[src/rtl/line_follower_if.sv]
// SPI link between the cart controller and the six-channel IR A/D converter.
interface line_follower_if;
    logic a2d_SS_n;
    logic SCLK;
    logic MOSI;
    logic MISO;

    modport master (output a2d_SS_n, output SCLK, output MOSI, input MISO);
    modport slave  (input a2d_SS_n, input SCLK, input MOSI, output MISO);
endinterface

[src/rtl/line_follower.sv]
// Line-following cart top level: UART go/stop commands, barcode station
// reader, SPI A/D sweep of six IR sensors, proportional PWM steering and an
// obstacle buzzer. OK2Move is expected to arrive already synchronous to clk
// (debounced upstream) so the motors and buzzer can react within one clock.
module line_follower #(
    parameter int          BAUD_DIV  = 2604,
    parameter int          BUZZ_HALF = 6250,
    parameter logic [10:0] PWM_BASE  = 11'h300,
    parameter int          SCLK_DIV  = 32
) (
    input  logic             clk,
    input  logic             rst,
    input  logic             RX,
    input  logic             BC,
    input  logic             OK2Move,
    line_follower_if.master  a2d,
    output logic             IR_in_en,
    output logic             IR_mid_en,
    output logic             IR_out_en,
    output logic             fwd_lft,
    output logic             rev_lft,
    output logic             fwd_rht,
    output logic             rev_rht,
    output logic             in_transit,
    output logic             buzz,
    output logic             buzz_n,
    output logic [7:0]       led
);

    localparam logic [15:0] BAUD_LAST  = 16'(BAUD_DIV - 1);
    localparam logic [15:0] BAUD_MID   = 16'(BAUD_DIV / 2 - 1);
    localparam logic [15:0] BUZZ_LAST  = 16'(BUZZ_HALF - 1);
    localparam logic [9:0]  SCLK_HALF  = 10'(SCLK_DIV / 2 - 1);
    localparam logic [9:0]  SCLK_LAST  = 10'(SCLK_DIV - 1);
    localparam logic [9:0]  GAP_LAST   = 10'(2 * SCLK_DIV - 1);

    typedef enum logic [1:0] {U_IDLE, U_START, U_DATA, U_STOP} uart_state_t;
    typedef enum logic [1:0] {B_IDLE, B_START, B_WAIT, B_DELAY} bc_state_t;
    typedef enum logic [1:0] {S_IDLE, S_GAP, S_XFER} spi_state_t;

    logic [1:0]  rx_sync, bc_sync;
    logic        rx_s, bc_s, rx_prev, bc_prev, bc_fall;

    uart_state_t u_state, u_next;
    logic [15:0] u_cnt;
    logic [2:0]  u_bits;
    logic [7:0]  u_shift;
    logic        u_tick, cmd_valid;

    bc_state_t   b_state, b_next;
    logic [15:0] b_t, b_cnt;
    logic [2:0]  b_bits;
    logic [7:0]  b_shift, bc_id;
    logic        b_sample, bc_done;

    logic [5:0]  dest;

    spi_state_t  s_state, s_next;
    logic [9:0]  s_cnt;
    logic [3:0]  s_bit;
    logic [15:0] s_tx;
    logic [11:0] s_rx;
    logic [2:0]  chan, prev_chan;
    logic        primed, sweep_done, s_frame_end;
    logic        ss_n_r, sclk_r;
    logic [11:0] rd [0:5];

    logic signed [15:0] err, err_next, err_sh;
    logic signed [16:0] lft_sum, rht_sum;
    logic signed [11:0] lft_duty, rht_duty;
    logic [10:0] lft_mag, rht_mag, pwm_cnt;
    logic        lft_fwd_r, lft_rev_r, rht_fwd_r, rht_rev_r, run;

    logic [15:0] buzz_cnt;
    logic        buzz_r, buzz_act;

    function automatic logic signed [15:0] diff(input logic [11:0] r, input logic [11:0] l);
        return $signed({4'b0, r}) - $signed({4'b0, l});
    endfunction

    function automatic logic signed [11:0] sat12(input logic signed [16:0] v);
        if (v > 17'sd2047)
            return 12'sd2047;
        else if (v < -17'sd2047)
            return -12'sd2047;
        else
            return $signed(v[11:0]);
    endfunction

    assign rx_s    = rx_sync[1];
    assign bc_s    = bc_sync[1];
    assign bc_fall = bc_prev && !bc_s;

    // Two-flop synchronisers on the serial inputs plus a delayed copy for edge detection.
    always_ff @(posedge clk or posedge rst) begin
        if (rst) begin
            rx_sync <= 2'b11;
            bc_sync <= 2'b11;
            rx_prev <= 1'b1;
            bc_prev <= 1'b1;
        end else begin
            rx_sync <= {rx_sync[0], RX};
            bc_sync <= {bc_sync[0], BC};
            rx_prev <= rx_s;
            bc_prev <= bc_s;
        end
    end

    assign u_tick    = (u_cnt == 16'd0);
    assign cmd_valid = (u_state == U_STOP) && u_tick && rx_s;

    // UART receiver state register.
    always_ff @(posedge clk or posedge rst) begin
        if (rst) u_state <= U_IDLE;
        else     u_state <= u_next;
    end

    // UART next state: start edge, mid-bit start check, eight data bits, stop bit.
    always_comb begin
        u_next = u_state;
        case (u_state)
            U_IDLE:  if (rx_prev && !rx_s) u_next = U_START;
            U_START: if (u_tick) u_next = rx_s ? U_IDLE : U_DATA;
            U_DATA:  if (u_tick && u_bits == 3'd7) u_next = U_STOP;
            U_STOP:  if (u_tick) u_next = U_IDLE;
            default: u_next = U_IDLE;
        endcase
    end

    // UART bit timer and LSB-first shift register.
    always_ff @(posedge clk or posedge rst) begin
        if (rst) begin
            u_cnt   <= BAUD_MID;
            u_bits  <= 3'd0;
            u_shift <= 8'd0;
        end else begin
            case (u_state)
                U_IDLE: begin
                    u_cnt  <= BAUD_MID;
                    u_bits <= 3'd0;
                end
                U_DATA: begin
                    if (u_tick) begin
                        u_cnt   <= BAUD_LAST;
                        u_shift <= {rx_s, u_shift[7:1]};
                        u_bits  <= u_bits + 3'd1;
                    end else begin
                        u_cnt <= u_cnt - 16'd1;
                    end
                end
                default: u_cnt <= u_tick ? BAUD_LAST : u_cnt - 16'd1;
            endcase
        end
    end

    assign b_sample = (b_state == B_DELAY) && (b_cnt >= b_t);
    assign bc_done  = b_sample && (b_bits == 3'd7);
    assign bc_id    = {b_shift[6:0], bc_s};

    // Barcode reader state register.
    always_ff @(posedge clk or posedge rst) begin
        if (rst) b_state <= B_IDLE;
        else     b_state <= b_next;
    end

    // Barcode next state: measure start-bit low time, then sample each bit that long after its falling edge.
    always_comb begin
        b_next = b_state;
        case (b_state)
            B_IDLE:  if (bc_fall) b_next = B_START;
            B_START: if (bc_s) b_next = B_WAIT;
            B_WAIT:  if (bc_fall) b_next = B_DELAY;
            B_DELAY: if (b_sample) b_next = (b_bits == 3'd7) ? B_IDLE : B_WAIT;
            default: b_next = B_IDLE;
        endcase
    end

    // Barcode reference-period counter, per-bit delay counter and MSB-first shift register.
    always_ff @(posedge clk or posedge rst) begin
        if (rst) begin
            b_t     <= 16'd1;
            b_cnt   <= 16'd1;
            b_bits  <= 3'd0;
            b_shift <= 8'd0;
        end else begin
            case (b_state)
                B_IDLE: begin
                    b_t    <= 16'd1;
                    b_bits <= 3'd0;
                end
                B_START: if (!bc_s && b_t != 16'hFFFF) b_t <= b_t + 16'd1;
                B_WAIT:  b_cnt <= 16'd1;
                B_DELAY: begin
                    if (b_sample) begin
                        b_shift <= bc_id;
                        b_bits  <= b_bits + 3'd1;
                    end else begin
                        b_cnt <= b_cnt + 16'd1;
                    end
                end
                default: b_cnt <= 16'd1;
            endcase
        end
    end

    // Transit control: a command always beats a same-cycle barcode arrival.
    always_ff @(posedge clk or posedge rst) begin
        if (rst) begin
            in_transit <= 1'b0;
            dest       <= 6'd0;
            led        <= 8'd0;
        end else begin
            if (bc_done && bc_id[7:6] == 2'b00)
                led <= bc_id;
            if (cmd_valid && u_shift[7:6] == 2'b01) begin
                in_transit <= 1'b1;
                dest       <= u_shift[5:0];
            end else if (cmd_valid && u_shift[7:6] == 2'b00) begin
                in_transit <= 1'b0;
            end else if (bc_done && bc_id[7:6] == 2'b00 && bc_id[5:0] == dest) begin
                in_transit <= 1'b0;
            end
        end
    end

    assign s_frame_end = (s_state == S_XFER) && (s_cnt == SCLK_LAST) && (s_bit == 4'd15);

    // SPI sequencer state register.
    always_ff @(posedge clk or posedge rst) begin
        if (rst) s_state <= S_IDLE;
        else     s_state <= s_next;
    end

    // SPI next state: idle out of transit, otherwise alternate inter-frame gap and 16-bit frame.
    always_comb begin
        s_next = s_state;
        if (!in_transit) begin
            s_next = S_IDLE;
        end else begin
            case (s_state)
                S_IDLE:  s_next = S_GAP;
                S_GAP:   if (s_cnt == GAP_LAST) s_next = S_XFER;
                S_XFER:  if (s_frame_end) s_next = S_GAP;
                default: s_next = S_IDLE;
            endcase
        end
    end

    // SPI datapath: SCLK generation, MOSI/MISO shifting and round-robin channel bookkeeping.
    always_ff @(posedge clk or posedge rst) begin
        if (rst) begin
            ss_n_r     <= 1'b1;
            sclk_r     <= 1'b1;
            s_tx       <= 16'd0;
            s_rx       <= 12'd0;
            s_cnt      <= 10'd0;
            s_bit      <= 4'd0;
            chan       <= 3'd0;
            prev_chan  <= 3'd0;
            primed     <= 1'b0;
            sweep_done <= 1'b0;
            for (int i = 0; i < 6; i++) rd[i] <= 12'd0;
        end else begin
            sweep_done <= 1'b0;
            if (!in_transit) begin
                ss_n_r <= 1'b1;
                sclk_r <= 1'b1;
                s_tx   <= 16'd0;
                s_cnt  <= 10'd0;
                s_bit  <= 4'd0;
                chan   <= 3'd0;
                primed <= 1'b0;
            end else begin
                case (s_state)
                    S_GAP: begin
                        if (s_cnt == GAP_LAST) begin
                            ss_n_r <= 1'b0;
                            sclk_r <= 1'b0;
                            s_tx   <= {2'b00, chan, 11'd0};
                            s_cnt  <= 10'd0;
                            s_bit  <= 4'd0;
                        end else begin
                            s_cnt <= s_cnt + 10'd1;
                        end
                    end
                    S_XFER: begin
                        if (s_cnt == SCLK_HALF) begin
                            sclk_r <= 1'b1;
                            s_rx   <= {s_rx[10:0], a2d.MISO};
                        end
                        if (s_cnt == SCLK_LAST) begin
                            s_cnt <= 10'd0;
                            if (s_bit == 4'd15) begin
                                ss_n_r    <= 1'b1;
                                s_tx      <= 16'd0;
                                primed    <= 1'b1;
                                prev_chan <= chan;
                                chan      <= (chan == 3'd5) ? 3'd0 : chan + 3'd1;
                                if (primed) begin
                                    rd[prev_chan] <= s_rx;
                                    sweep_done    <= (prev_chan == 3'd5);
                                end
                            end else begin
                                sclk_r <= 1'b0;
                                s_tx   <= {s_tx[14:0], 1'b0};
                                s_bit  <= s_bit + 4'd1;
                            end
                        end else begin
                            s_cnt <= s_cnt + 10'd1;
                        end
                    end
                    default: s_cnt <= 10'd0;
                endcase
            end
        end
    end

    assign a2d.a2d_SS_n = ss_n_r;
    assign a2d.SCLK     = sclk_r;
    assign a2d.MOSI     = s_tx[15];

    assign err_next = diff(rd[1], rd[0]) + (diff(rd[3], rd[2]) <<< 1) + (diff(rd[5], rd[4]) <<< 2);
    assign err_sh   = err >>> 3;
    assign lft_sum  = $signed({6'b0, PWM_BASE}) + $signed({err_sh[15], err_sh});
    assign rht_sum  = $signed({6'b0, PWM_BASE}) - $signed({err_sh[15], err_sh});
    assign lft_duty = sat12(lft_sum);
    assign rht_duty = sat12(rht_sum);
    assign lft_mag  = lft_duty[11] ? 11'(-lft_duty) : lft_duty[10:0];
    assign rht_mag  = rht_duty[11] ? 11'(-rht_duty) : rht_duty[10:0];

    // Steering error is refreshed only once a complete six-channel sweep has landed.
    always_ff @(posedge clk or posedge rst) begin
        if (rst)             err <= 16'sd0;
        else if (sweep_done) err <= err_next;
    end

    // Free-running PWM counter and registered forward/reverse compare per motor.
    always_ff @(posedge clk or posedge rst) begin
        if (rst) begin
            pwm_cnt   <= 11'd0;
            lft_fwd_r <= 1'b0;
            lft_rev_r <= 1'b0;
            rht_fwd_r <= 1'b0;
            rht_rev_r <= 1'b0;
        end else begin
            pwm_cnt   <= pwm_cnt + 11'd1;
            lft_fwd_r <= !lft_duty[11] && (pwm_cnt < lft_mag);
            lft_rev_r <=  lft_duty[11] && (pwm_cnt < lft_mag);
            rht_fwd_r <= !rht_duty[11] && (pwm_cnt < rht_mag);
            rht_rev_r <=  rht_duty[11] && (pwm_cnt < rht_mag);
        end
    end

    assign run     = in_transit && OK2Move;
    assign fwd_lft = run && lft_fwd_r;
    assign rev_lft = run && lft_rev_r;
    assign fwd_rht = run && rht_fwd_r;
    assign rev_rht = run && rht_rev_r;

    assign IR_in_en  = in_transit;
    assign IR_mid_en = in_transit;
    assign IR_out_en = in_transit;

    assign buzz_act = in_transit && !OK2Move;
    assign buzz     = buzz_act && buzz_r;
    assign buzz_n   = buzz_act && !buzz_r;

    // Buzzer half-period divider, held cleared whenever the cart is not blocked in transit.
    always_ff @(posedge clk or posedge rst) begin
        if (rst) begin
            buzz_cnt <= 16'd0;
            buzz_r   <= 1'b0;
        end else if (!buzz_act) begin
            buzz_cnt <= 16'd0;
            buzz_r   <= 1'b0;
        end else if (buzz_cnt == BUZZ_LAST) begin
            buzz_cnt <= 16'd0;
            buzz_r   <= !buzz_r;
        end else begin
            buzz_cnt <= buzz_cnt + 16'd1;
        end
    end

endmodule

[src/flat_wrapper.sv]
// flat-port wrapper written by rule: the top's interface ports become plain ports
module line_follower_flat 
#(
    parameter int          BAUD_DIV  = 2604,
    parameter int          BUZZ_HALF = 6250,
    parameter logic [10:0] PWM_BASE  = 11'h300,
    parameter int          SCLK_DIV  = 32
)
  (clk, rst, RX, BC, OK2Move, IR_in_en, IR_mid_en, IR_out_en, fwd_lft, rev_lft, fwd_rht, rev_rht, in_transit, buzz, buzz_n, led, a2d_a2d_SS_n, a2d_SCLK, a2d_MOSI, a2d_MISO);
  line_follower_if a2d_i ();
  input  logic clk;
  input  logic rst;
  input  logic RX;
  input  logic BC;
  input  logic OK2Move;
  output logic IR_in_en;
  output logic IR_mid_en;
  output logic IR_out_en;
  output logic fwd_lft;
  output logic rev_lft;
  output logic fwd_rht;
  output logic rev_rht;
  output logic in_transit;
  output logic buzz;
  output logic buzz_n;
  output logic [7:0] led;
  output wire logic [$bits(a2d_i.a2d_SS_n)-1:0] a2d_a2d_SS_n;
  output wire logic [$bits(a2d_i.SCLK)-1:0] a2d_SCLK;
  output wire logic [$bits(a2d_i.MOSI)-1:0] a2d_MOSI;
  input wire logic [$bits(a2d_i.MISO)-1:0] a2d_MISO;
  assign a2d_a2d_SS_n = a2d_i.a2d_SS_n;
  assign a2d_SCLK = a2d_i.SCLK;
  assign a2d_MOSI = a2d_i.MOSI;
  assign a2d_i.MISO = a2d_MISO;
  line_follower #(.BAUD_DIV(BAUD_DIV), .BUZZ_HALF(BUZZ_HALF), .PWM_BASE(PWM_BASE), .SCLK_DIV(SCLK_DIV)) u_core (.clk(clk), .rst(rst), .RX(RX), .BC(BC), .OK2Move(OK2Move), .a2d(a2d_i), .IR_in_en(IR_in_en), .IR_mid_en(IR_mid_en), .IR_out_en(IR_out_en), .fwd_lft(fwd_lft), .rev_lft(rev_lft), .fwd_rht(fwd_rht), .rev_rht(rev_rht), .in_transit(in_transit), .buzz(buzz), .buzz_n(buzz_n), .led(led));
endmodule
[config.mk]
export PLATFORM = sky130hd
export DESIGN_NAME = line_follower_flat
export DESIGN_NICKNAME = d
export VERILOG_FILES = /design/src/rtl/line_follower_if.sv /design/src/rtl/line_follower.sv /design/src/flat_wrapper.sv
export SDC_FILE = /design/constraint.sdc
export NUM_CORES = 1
export LEC_CHECK = 0
export ABC_AREA = 1
export CORE_UTILIZATION = 65
export CTS_CLUSTER_DIAMETER = 80
export DETAILED_ROUTE_END_ITERATION = 6
export DONT_BUFFER_PORTS = 1
export GPL_ROUTABILITY_DRIVEN = 0
export PLACE_DENSITY = 0.81
export SKIP_LAST_GASP = 1
export SLEW_MARGIN = 20
export SYNTH_ARGS = -nofsm -noshare
export SYNTH_HDL_FRONTEND = slang
export SYNTH_SLANG_ARGS = --single-unit
[constraint.sdc]
create_clock -name clk -period 10.48 [get_ports clk]
set_clock_uncertainty 0.2 [all_clocks]
set_input_delay 1.048 -clock clk [delete_from_list [all_inputs] [get_ports clk]]
set_output_delay 1.048 -clock clk [all_outputs]
set_load 0.05 [all_outputs]
== After elaboration in Yosys (flattened, before gate mapping) ==
Index checks and enable logic that the tools add are counted.
Storage, ports and cells
  input port bits: 6
  register bits after elaboration: 268
  output and inout bits: 21
Operators by class
  reduce and logical (&&, ||, !) cells: 61
  add/subtract/negate cells: 19
  order comparisons: 9
  bitwise logic cells: 1
  mux-type cells: 78
  equal/unequal tests: 41
Operators by type and width (number)
  16-bit two-way mux: 10
  16-bit case mux with 2 select lines: 3
  72-bit bitwise mux: 1
  12-bit two-way mux: 5
  16-bit by 1-bit adder with 16-bit output (second input constant): 3
  12-bit by 12-bit subtractor with 13-bit output: 3
  12-bit demux with 3-bit select: 1
  17-bit by 12-bit > comparator with 1-bit output (second input constant): 2
  17-bit by 12-bit less-than comparator with 1-bit output (second input constant): 2
  16-bit adder: 2
  10-bit two-way mux: 3
  1-bit logical AND: 27
  2-bit two-way mux: 13
  11-bit less-than comparator: 2
  11-bit two-way mux: 2
  11-bit negator: 2
  3-bit two-way mux: 7
  1-bit two-way mux: 20
  2-bit by 1-bit inequality test with 1-bit output (second input constant): 10
  10-bit case mux with 2 select lines: 1
  4-bit AND reduction: 5
  3-bit inequality test (second input constant): 6
  16-bit by 13-bit equality test with 1-bit output (second input constant): 1
  16-bit >= comparator: 1
  34 further kinds: 77

== Logic depth before layout (Yosys ltp) ==
Gate-level depths: netlist of the first run.
  depth after elaboration: 8
  mapped depth: 29

== Worst setup path before layout of the first run ==
OpenSTA, ideal clock, no wires.
  path type: flip-flop to flip-flop
  from: reg u_core.rd[48] (netlist name)
  to: reg u_core.err[15]
  stages on the path, launching flop included: 23
  data required time: 10.145 ns
  period minus slack after synthesis: 4.125 ns
  library setup time: 0.135 ns
  setup slack: 6.355 ns
  data arrival time: 3.790 ns
  cells stage by stage: dfrtp_1 -> nor2_1 -> inv_1 -> fa_1 -> a21oi_1 -> o21bai_1 -> nand2_1 -> o311ai_0 -> a21oi_1 -> o21bai_1 -> a21o_1 -> a21oi_1 -> inv_1 -> fa_1 -> inv_1 -> ha_1 -> inv_1 -> nor3_1 -> a21oi_1 -> o21ai_0 -> or2_2 -> nand3_1 -> o21ai_0
On the way
  longest elaborated chain between the ends: 3
Ends and longest elaborated chain
  start, declared: line line_follower.sv:66  | logic [11:0] rd [0:5];
  start signal, assigned by index: line line_follower.sv:300  | rd[prev_chan] <= s_rx;
  12-bit by 12-bit subtractor with 13-bit output: line line_follower.sv:78  | return $signed({4'b0, r}) - $signed({4'b0, l});
  16-bit adder (2 in series): line line_follower.sv:322  | assign err_next = diff(rd[1], rd[0]) + (diff(rd[3], rd[2]) <<< 1) + (diff(rd[5], rd[4]) <<< 2);
  end signal, assigned: line line_follower.sv:334  | else if (sweep_done) err <= err_next;
  end, declared: line line_follower.sv:68  | logic signed [15:0] err, err_next, err_sh;
No other way between the ends.
A chain may end at the register's enable or synchronous reset.

== Worst setup path after layout of the first run ==
Same ends and word-level chain as after synthesis.

==> out/metrics.cfg, run 1 <==
[cts]
cts_made_buffers = 27
cts-root-buf = clkbuf_16
clk_pin_slew_worst_paths_ns = 0.06
ctsResizeCount = 0
clk_latency_ns = 0.56
cts-hold-fix-buffers = 0
clock-sinks = 254
htree_num_levels = 1
clock_path_buffers = 3
cts_setup_buffers = 0
cts_tree = yes

[global_routing]
grt_usage = 0.265
grt_pass1_wl_um = 53500
antenna_found_initial = 0
grt_max_degree = 123
grt_pass1_vias = 11800
overflow = 0

[die]
rows = 56
dieArea_um2 = 24400
coreArea_um2 = 23400
die_h_um = 156
start_util = 0.661
ios = 27
fp.dieW_um = 156

[power]
clkPwrFrac = 0.422
irDropWorstVdd_mv = 0.137
power_frac_comb = 0.111
seqPwrFrac = 0.466
powerDensity_nw_per_um2 = 139
p_leak_nw = 8.25
p_sw_frac = 0.264
intPower_w = 0.00171
total_power_w = 0.00232
power.switching_w = 0.000613

[worst_setup_path]
r2r_cells = 22
cp-end-kind = flip-flop
startpoint = u_core.rd[48]$_DFFE_PP0P_
critPathCapture = u_core.err[15]$_DFFE_PP0P_
cp.required_ns = 10.70
timing.rr.start = u_core.rd[48]$_DFFE_PP0P_
rrSetupSlack_ns = 5.91
cp-start-kind = flip-flop
path_max_fanout = 3
r2r_end = u_core.err[15]$_DFFE_PP0P_
worstPathArrival_ns = 4.80
criticalPathCategory = reg -> reg

[yosys]
ys_types = 54
synth_top_area_share = 0.387
synth-main-ff-cell = dfrtp_1
synth-seq-cells = 254
syn-num-nets = 2050
synth_edf_count = 0
seq_area_frac_synth = 0.412
postSynthAreaPerCell_um2 = 8.07
netlist_top_cells_area = dfrtp_1, nand2_1, ha_1, inv_1, o21ai_0
synth_warnings = 0
synthCells = 1918
async_flop_share = 1.00
yosys.area.top_type = dfrtp_1
synth_most_common_cell = nand2_1
syn-cell-area_um2 = 15500
synthTopCellsByCount = nand2_1, inv_1, dfrtp_1, o21ai_0, nor2_1

[hold_path]
hp-class = reg -> reg

[finish]
layout.nets = 2046
diodes = 0
area_growth_pct = 7.51
layout-drive-gt1-share = 0.0729

[drt]
antenna_left = 0
drc = 0
routed_wl_um = 31100
route.vias.total = 12300
dr.pass1.iters = 7
viasPerCell = 5.46
post_drt_wl_per_cell_um = 13.8
first_iter_violations = 830

[timing]
period_share = 0.437
period_minus_slack_ns = 4.57
slew_violations = 0
tightest_slew_ns = 0.932
relSlewSlack = 0.379
finalHoldViolCount = 0
rsz0062_at_grt = no
setup_tns_ns = 0
setup_violations = 0
fmax_mhz = 219
worst_slack_ns = 5.91

[outcome]
status = finished, final reports clean

[placed_design]
portBuffers = 0
pre_cts_ws_ns = 5.92
place_hpwl_um = 22700

[flow_run]
cap_violations = 0

registers in the layout, indices dropped and copies added (netlist names), 10 cells and up, named ones only:
register,flops
u_core.b_cnt,16
u_core.b_t,16
u_core.buzz_cnt,16
u_core.err,13
u_core.pwm_cnt,11
u_core.rd,72
u_core.s_cnt,10
u_core.s_rx,12
u_core.u_cnt,16
metal layers:
layer / wire length [um] / GRT usage / vias up
met3: 1260 / 0.0282 / 57
met4: 814 / 0.0770 / 0
met1: 14100 / 0.358 / 5806
li1: - / - / 6195
met2: 14900 / 0.452 / 248
met5: 0 / 0 / -
cell type report:
| cell class | instances | area (um2) |
|---|---|---|
| Clock buffer | 37 | 763 |
| Multi-Input combinational cell | 1325 | 7770 |
| Timing Repair Buffer | 3 | 22.5 |
| Sequential cell | 254 | 6380 |
| Clock inverter | 13 | 160 |
| Tap cell | 319 | 399 |
| Fill cell | 1860 | 6770 |
| Inverter | 303 | 1140 |
kinds of logic after synthesis:
family | Yosys count | synth area share
AND/OR/NAND/NOR | 754 | 0.216
multiplexers | 3 | 0.00218
adder cells (fa/ha/maj) | 126 | 0.110
XOR/XNOR | 87 | 0.0493
flip-flops | 254 | 0.412
buffers and inverters | 339 | 0.0860
AO/OA/AOI/OAI | 355 | 0.125
per-stage QoR:
stage / std cells / utilization / area [um2] / hold WS [ns]
floorplan: 1918 / - / 15500 / 0.145
global placement: 2204 / 0.671 / 15700 / 0.148
detailed placement: 2204 / 0.671 / 15700 / 0.148
CTS: 2254 / 0.711 / 16600 / 0.157
global route: 2254 / 0.711 / 16600 / 0.166
finish: 2254 / 0.711 / 16600 / 0.157
placed cells by master, fill, tap and decap left out, types with 6 or more instances in the layout:
cell | Yosys | final
a31oi_1 | 9 | 9
ha_1 | 109 | 109
nand2_1 | 381 | 381
nor2_2 | 10 | 10
fa_1 | 17 | 17
o21ai_1 | 10 | 10
dfstp_2 | 15 | 15
o21ai_0 | 186 | 186
xnor2_1 | 22 | 22
o21bai_1 | 8 | 8
nand4_1 | 20 | 20
nand3_2 | 7 | 7
dfrtp_1 | 239 | 238
nand3_1 | 81 | 81
a211oi_1 | 7 | 7
a21oi_1 | 103 | 103
nand2_2 | 21 | 21
nor2_4 | 6 | 6
inv_2 | 10 | 10
nor4_1 | 9 | 9
clkbuf_16 | 0 | 27
inv_1 | 291 | 290
nor3_1 | 47 | 47
o22ai_1 | 8 | 8
clkinv_2 | 0 | 7
xor2_1 | 65 | 65
nor2_1 | 151 | 151
how the worst min path moves through the flow:
stage,cells after the start,startpoint,slack [ns],to
CTS,0,u_core.bc_sync[0]$_DFF_PP1_,0.16,u_core.bc_sync[1]$_DFF_PP1_
finish,0,u_core.bc_sync[0]$_DFF_PP1_,0.16,u_core.bc_sync[1]$_DFF_PP1_
detailed placement,0,u_core.bc_sync[0]$_DFF_PP1_,0.15,u_core.bc_sync[1]$_DFF_PP1_
floorplan,0,u_core.bc_sync[0]$_DFF_PP1_,0.15,u_core.bc_sync[1]$_DFF_PP1_
global route,0,u_core.bc_sync[0]$_DFF_PP1_,0.17,u_core.bc_sync[1]$_DFF_PP1_
global placement,0,u_core.bc_sync[0]$_DFF_PP1_,0.15,u_core.bc_sync[1]$_DFF_PP1_
power groups by stage:
stage	combinational, W	clock, W	sequential [W]
after global placement	0.000244	0	0.00110
after CTS	0.000259	0.000999	0.00108
final	0.000258	0.000980	0.00108
after floorplan	0.000206	0	0.00109
after detailed placement	0.000258	0	0.00110
after global routing	0.000297	0.00104	0.00109
worst max-delay path, stage by stage, from the launching register on:
cell	delay, ns
dfrtp_1	0.38
nor2_1	0.15
inv_1	0.08
fa_1	0.40
a21oi_1	0.16
o21bai_1	0.14
nand2_1	0.10
o311ai_0	0.21
a21oi_1	0.19
o21bai_1	0.11
a21o_1	0.17
a21oi_1	0.31
inv_1	0.12
fa_1	0.54
inv_1	0.04
ha_1	0.30
inv_1	0.11
nor3_1	0.07
a21oi_1	0.13
o21ai_0	0.11
or2_2	0.28
nand3_1	0.06
o21ai_0	0.07
Note: power is estimated with default switching activity, not from simulation.
==> run 2: changes to the inputs <==
- CORE_UTILIZATION: 65 -> 59
- PLACE_DENSITY: 0.81 -> 0.78
- clock period: 10.48 -> 4.1 ns (I/O delays scaled with it)
==> out/metrics.cfg, run 2 (synthesis results as in run 1) <==
[power]
clkPwrFrac = 0.414  ; was 0.422
p_sw_frac = 0.268  ; was 0.264
total_power_w = 0.00587  ; was 0.00232 W
p_leak_nw = 8.54  ; was 8.25 nW
seqPwrFrac = 0.471  ; was 0.466
intPower_w = 0.00430  ; was 0.00171 W
power.switching_w = 0.00158  ; was 0.000613 W
powerDensity_nw_per_um2 = 337  ; was 139 nW/um2
irDropWorstVdd_mv = 0.365  ; was 0.137 mV
power_frac_comb = 0.115  ; was 0.111

[timing]
tightest_slew_ns = 0.983  ; was 0.932 ns
finalHoldViolCount = 0  ; unchanged
setup_tns_ns = -0.198  ; was 0 ns
relSlewSlack = 0.342  ; was 0.379
setup_violations = 2  ; was 0
fmax_mhz = 235  ; was 219 MHz
slew_violations = 0  ; unchanged
whs_ns = 0.0464  ; was 0.157 ns
worst_slack_ns = -0.152  ; was 5.91 ns
period_minus_slack_ns = 4.25  ; was 4.57 ns
period_share = 1.04  ; was 0.437
rsz0062_at_grt = yes  ; was no

[global_routing]
grt_usage = 0.253  ; was 0.265
grt_pass1_wl_um = 56400  ; was 53500 um
grt_use_met2 = 0.433  ; was 0.452
gr-usage-met3 = 0.0298  ; was 0.0282
antenna_found_initial = 0  ; unchanged
top_usage_layer = met2  ; unchanged
grt_pass1_vias = 12300  ; was 11800
grt_max_degree = 125  ; was 123
overflow = 0  ; unchanged
grt_use_met1 = 0.338  ; was 0.358

[finish]
most-common-layout-cells = nand2_1, inv_1, dfrtp_1  ; unchanged
top_register = u_core.rd  ; unchanged
layout-drive-gt1-share = 0.130  ; was 0.0729
final_common_cell = nand2_1  ; unchanged
largest_reg_flops = 72  ; unchanged
nFillCells = 1940  ; was 1860
multi_input_area_um2 = 8070  ; was 7770 um2
diodes = 0  ; unchanged
area_growth_pct = 12.6  ; was 7.51%
layout.nets = 2110  ; was 2046
seq_area_um2 = 6380  ; about the same
final_area_um2 = 17400  ; was 16600 um2

[worst_setup_path]
path_cells = nor2_2 -> inv_2 -> fa_2 -> a21oi_2 -> o21bai_1 -> nand2_1 -> o311ai_4 -> a21oi_2 -> o21bai_1 -> a21o_1 -> a21oi_4 -> buf_4 -> fa_2 -> ha_4 -> inv_4 -> nor3_4 -> nand4_1 -> o21ai_2 -> or2_4 -> nand3_2 -> o21ai_1  ; was nor2_1 -> inv_1 -> fa_1 -> a21oi_1 -> o21bai_1 -> nand2_1 -> o311ai_0 -> a21oi_1 -> o21bai_1 -> a21o_1 -> a21oi_1 -> inv_1 -> fa_1 -> inv_1 -> ha_1 -> inv_1 -> nor3_1 -> a21oi_1 -> o21ai_0 -> or2_2 -> nand3_1 -> o21ai_0
r2r_cells = 21  ; was 22
cp-start-kind = flip-flop  ; unchanged
cp.required_ns = 4.37  ; was 10.70 ns
slowest_stage = fa_2  ; was fa_1
crit_family = compound AO/OA/AOI/OAI gates  ; unchanged
timing.rr.start = u_core.rd[48]$_DFFE_PP0P_  ; unchanged
cp-end-kind = flip-flop  ; unchanged
slowest_delay_ns = 0.47  ; was 0.54 ns
criticalPathCategory = reg -> reg  ; unchanged
path_buf_inv = 3  ; was 4
r2r_end = u_core.err[15]$_DFFE_PP0P_  ; unchanged
rrSetupSlack_ns = -0.15  ; was 5.91 ns
path_max_fanout = 3  ; unchanged
worstPathArrival_ns = 4.52  ; was 4.80 ns

[drt]
viasPerCell = 5.41  ; was 5.46
post_drt_wl_per_cell_um = 14.3  ; was 13.8 um
drc = 0  ; unchanged
antenna_left = 0  ; unchanged
dr.pass1.iters = 5  ; was 7
route.vias.total = 12600  ; was 12300
first_iter_violations = 828  ; was 830
routed_wl_um = 33300  ; was 31100 um

[die]
fp.dieW_um = 164  ; was 156 um
rows = 58  ; was 56
die_h_um = 164  ; was 156 um
ios = 27  ; unchanged
coreArea_um2 = 25500  ; was 23400 um2
start_util = 0.607  ; was 0.661
dieArea_um2 = 26900  ; was 24400 um2

[cts]
cts-root-buf = clkbuf_16  ; unchanged
htree_num_levels = 1  ; unchanged
clock-sinks = 254  ; unchanged
clk_latency_ns = 0.54  ; was 0.56 ns
clock_path_buffers = 3  ; unchanged
cts_tree = yes  ; unchanged
clk_pin_slew_worst_paths_ns = 0.06  ; about the same
cts_made_buffers = 28  ; was 27

[placed_design]
place_hpwl_um = 23600  ; was 22700 um
placed_area_um2 = 16100  ; was 15700 um2
portBuffers = 0  ; unchanged
pre_cts_ws_ns = -0.437  ; was 5.92 ns

[outcome]
status = finished with violations  ; was finished, final reports clean
violations = negative setup slack

[hold_path]
hp-class = in -> async  ; was reg -> reg

[flow_run]
cap_violations = 0  ; unchanged

-- run 2: cell type report --
type,count,share of cell area
Multi-Input combinational cell,1325,0.463
Clock inverter,11,0.00574
Clock buffer,41,0.0459
Tap cell,330,0.0237
Sequential cell,254,0.366
Timing Repair Buffer,66,0.0299
Inverter,303,0.0656
-- run 2: timing repair --
action,CTS,global route
setup endpoints to repair,4,11
setup buffers,6,8
resized for setup,44,34
hold endpoints to repair,244,0
hold buffers,5,0
cloned,0,0
pin swaps,27,43
-- run 2: worst max-delay path by stage --
stage                                 endpoint                      start  slack [ns]  cells past startpoint
finish              u_core.err[15]$_DFFE_PP0P_  u_core.rd[48]$_DFFE_PP0P_       -0.15                     21
global route        u_core.err[15]$_DFFE_PP0P_  u_core.rd[24]$_DFFE_PP0P_       -0.33                     23
CTS                 u_core.err[15]$_DFFE_PP0P_  u_core.rd[60]$_DFFE_PP0P_       -0.06                     22
detailed placement  u_core.err[15]$_DFFE_PP0P_  u_core.rd[60]$_DFFE_PP0P_       -0.44                     22
global placement    u_core.err[15]$_DFFE_PP0P_  u_core.rd[48]$_DFFE_PP0P_       -0.14                     22
floorplan           u_core.err[14]$_DFFE_PP0P_  u_core.rd[24]$_DFFE_PP0P_        0.06                     25
-- run 2: power by group through the flow --
stage / logic [W] / clock network [W] / registers [W]
2_1_floorplan: 0.000528 / 0 / 0.00278
3_3_place_gp: 0.000647 / 0 / 0.00280
3_5_place_dp: 0.000672 / 0 / 0.00281
4_1_cts: 0.000678 / 0.00247 / 0.00276
5_1_grt: 0.000784 / 0.00259 / 0.00278
6_report: 0.000675 / 0.00243 / 0.00277
-- run 2: worst reg2reg max path, stage by stage, from the launching register on --
cell	delay, ns
dfrtp_1	0.39
nor2_2	0.15
inv_2	0.05
fa_2	0.36
a21oi_2	0.20
o21bai_1	0.11
nand2_1	0.12
o311ai_4	0.12
a21oi_2	0.16
o21bai_1	0.10
a21o_1	0.21
a21oi_4	0.18
buf_4	0.14
fa_2	0.47
ha_4	0.32
inv_4	0.05
nor3_4	0.21
nand4_1	0.15
o21ai_2	0.20
or2_4	0.15
nand3_2	0.07
o21ai_1	0.09
-- run 2: per-stage QoR --
step / util / cells
final: 0.684 / 2330
after global routing: 0.684 / 2330
after CTS: 0.677 / 2322
after detailed placement: 0.631 / 2259
after global placement: 0.631 / 2259
after floorplan: - / 1918
-- run 2: layer usage --
metal  vias up  share of wire
li1       6336              -
met4         0          0.025
met3        56          0.032
met2       208           0.48
met5         -              0
met1      6000           0.46
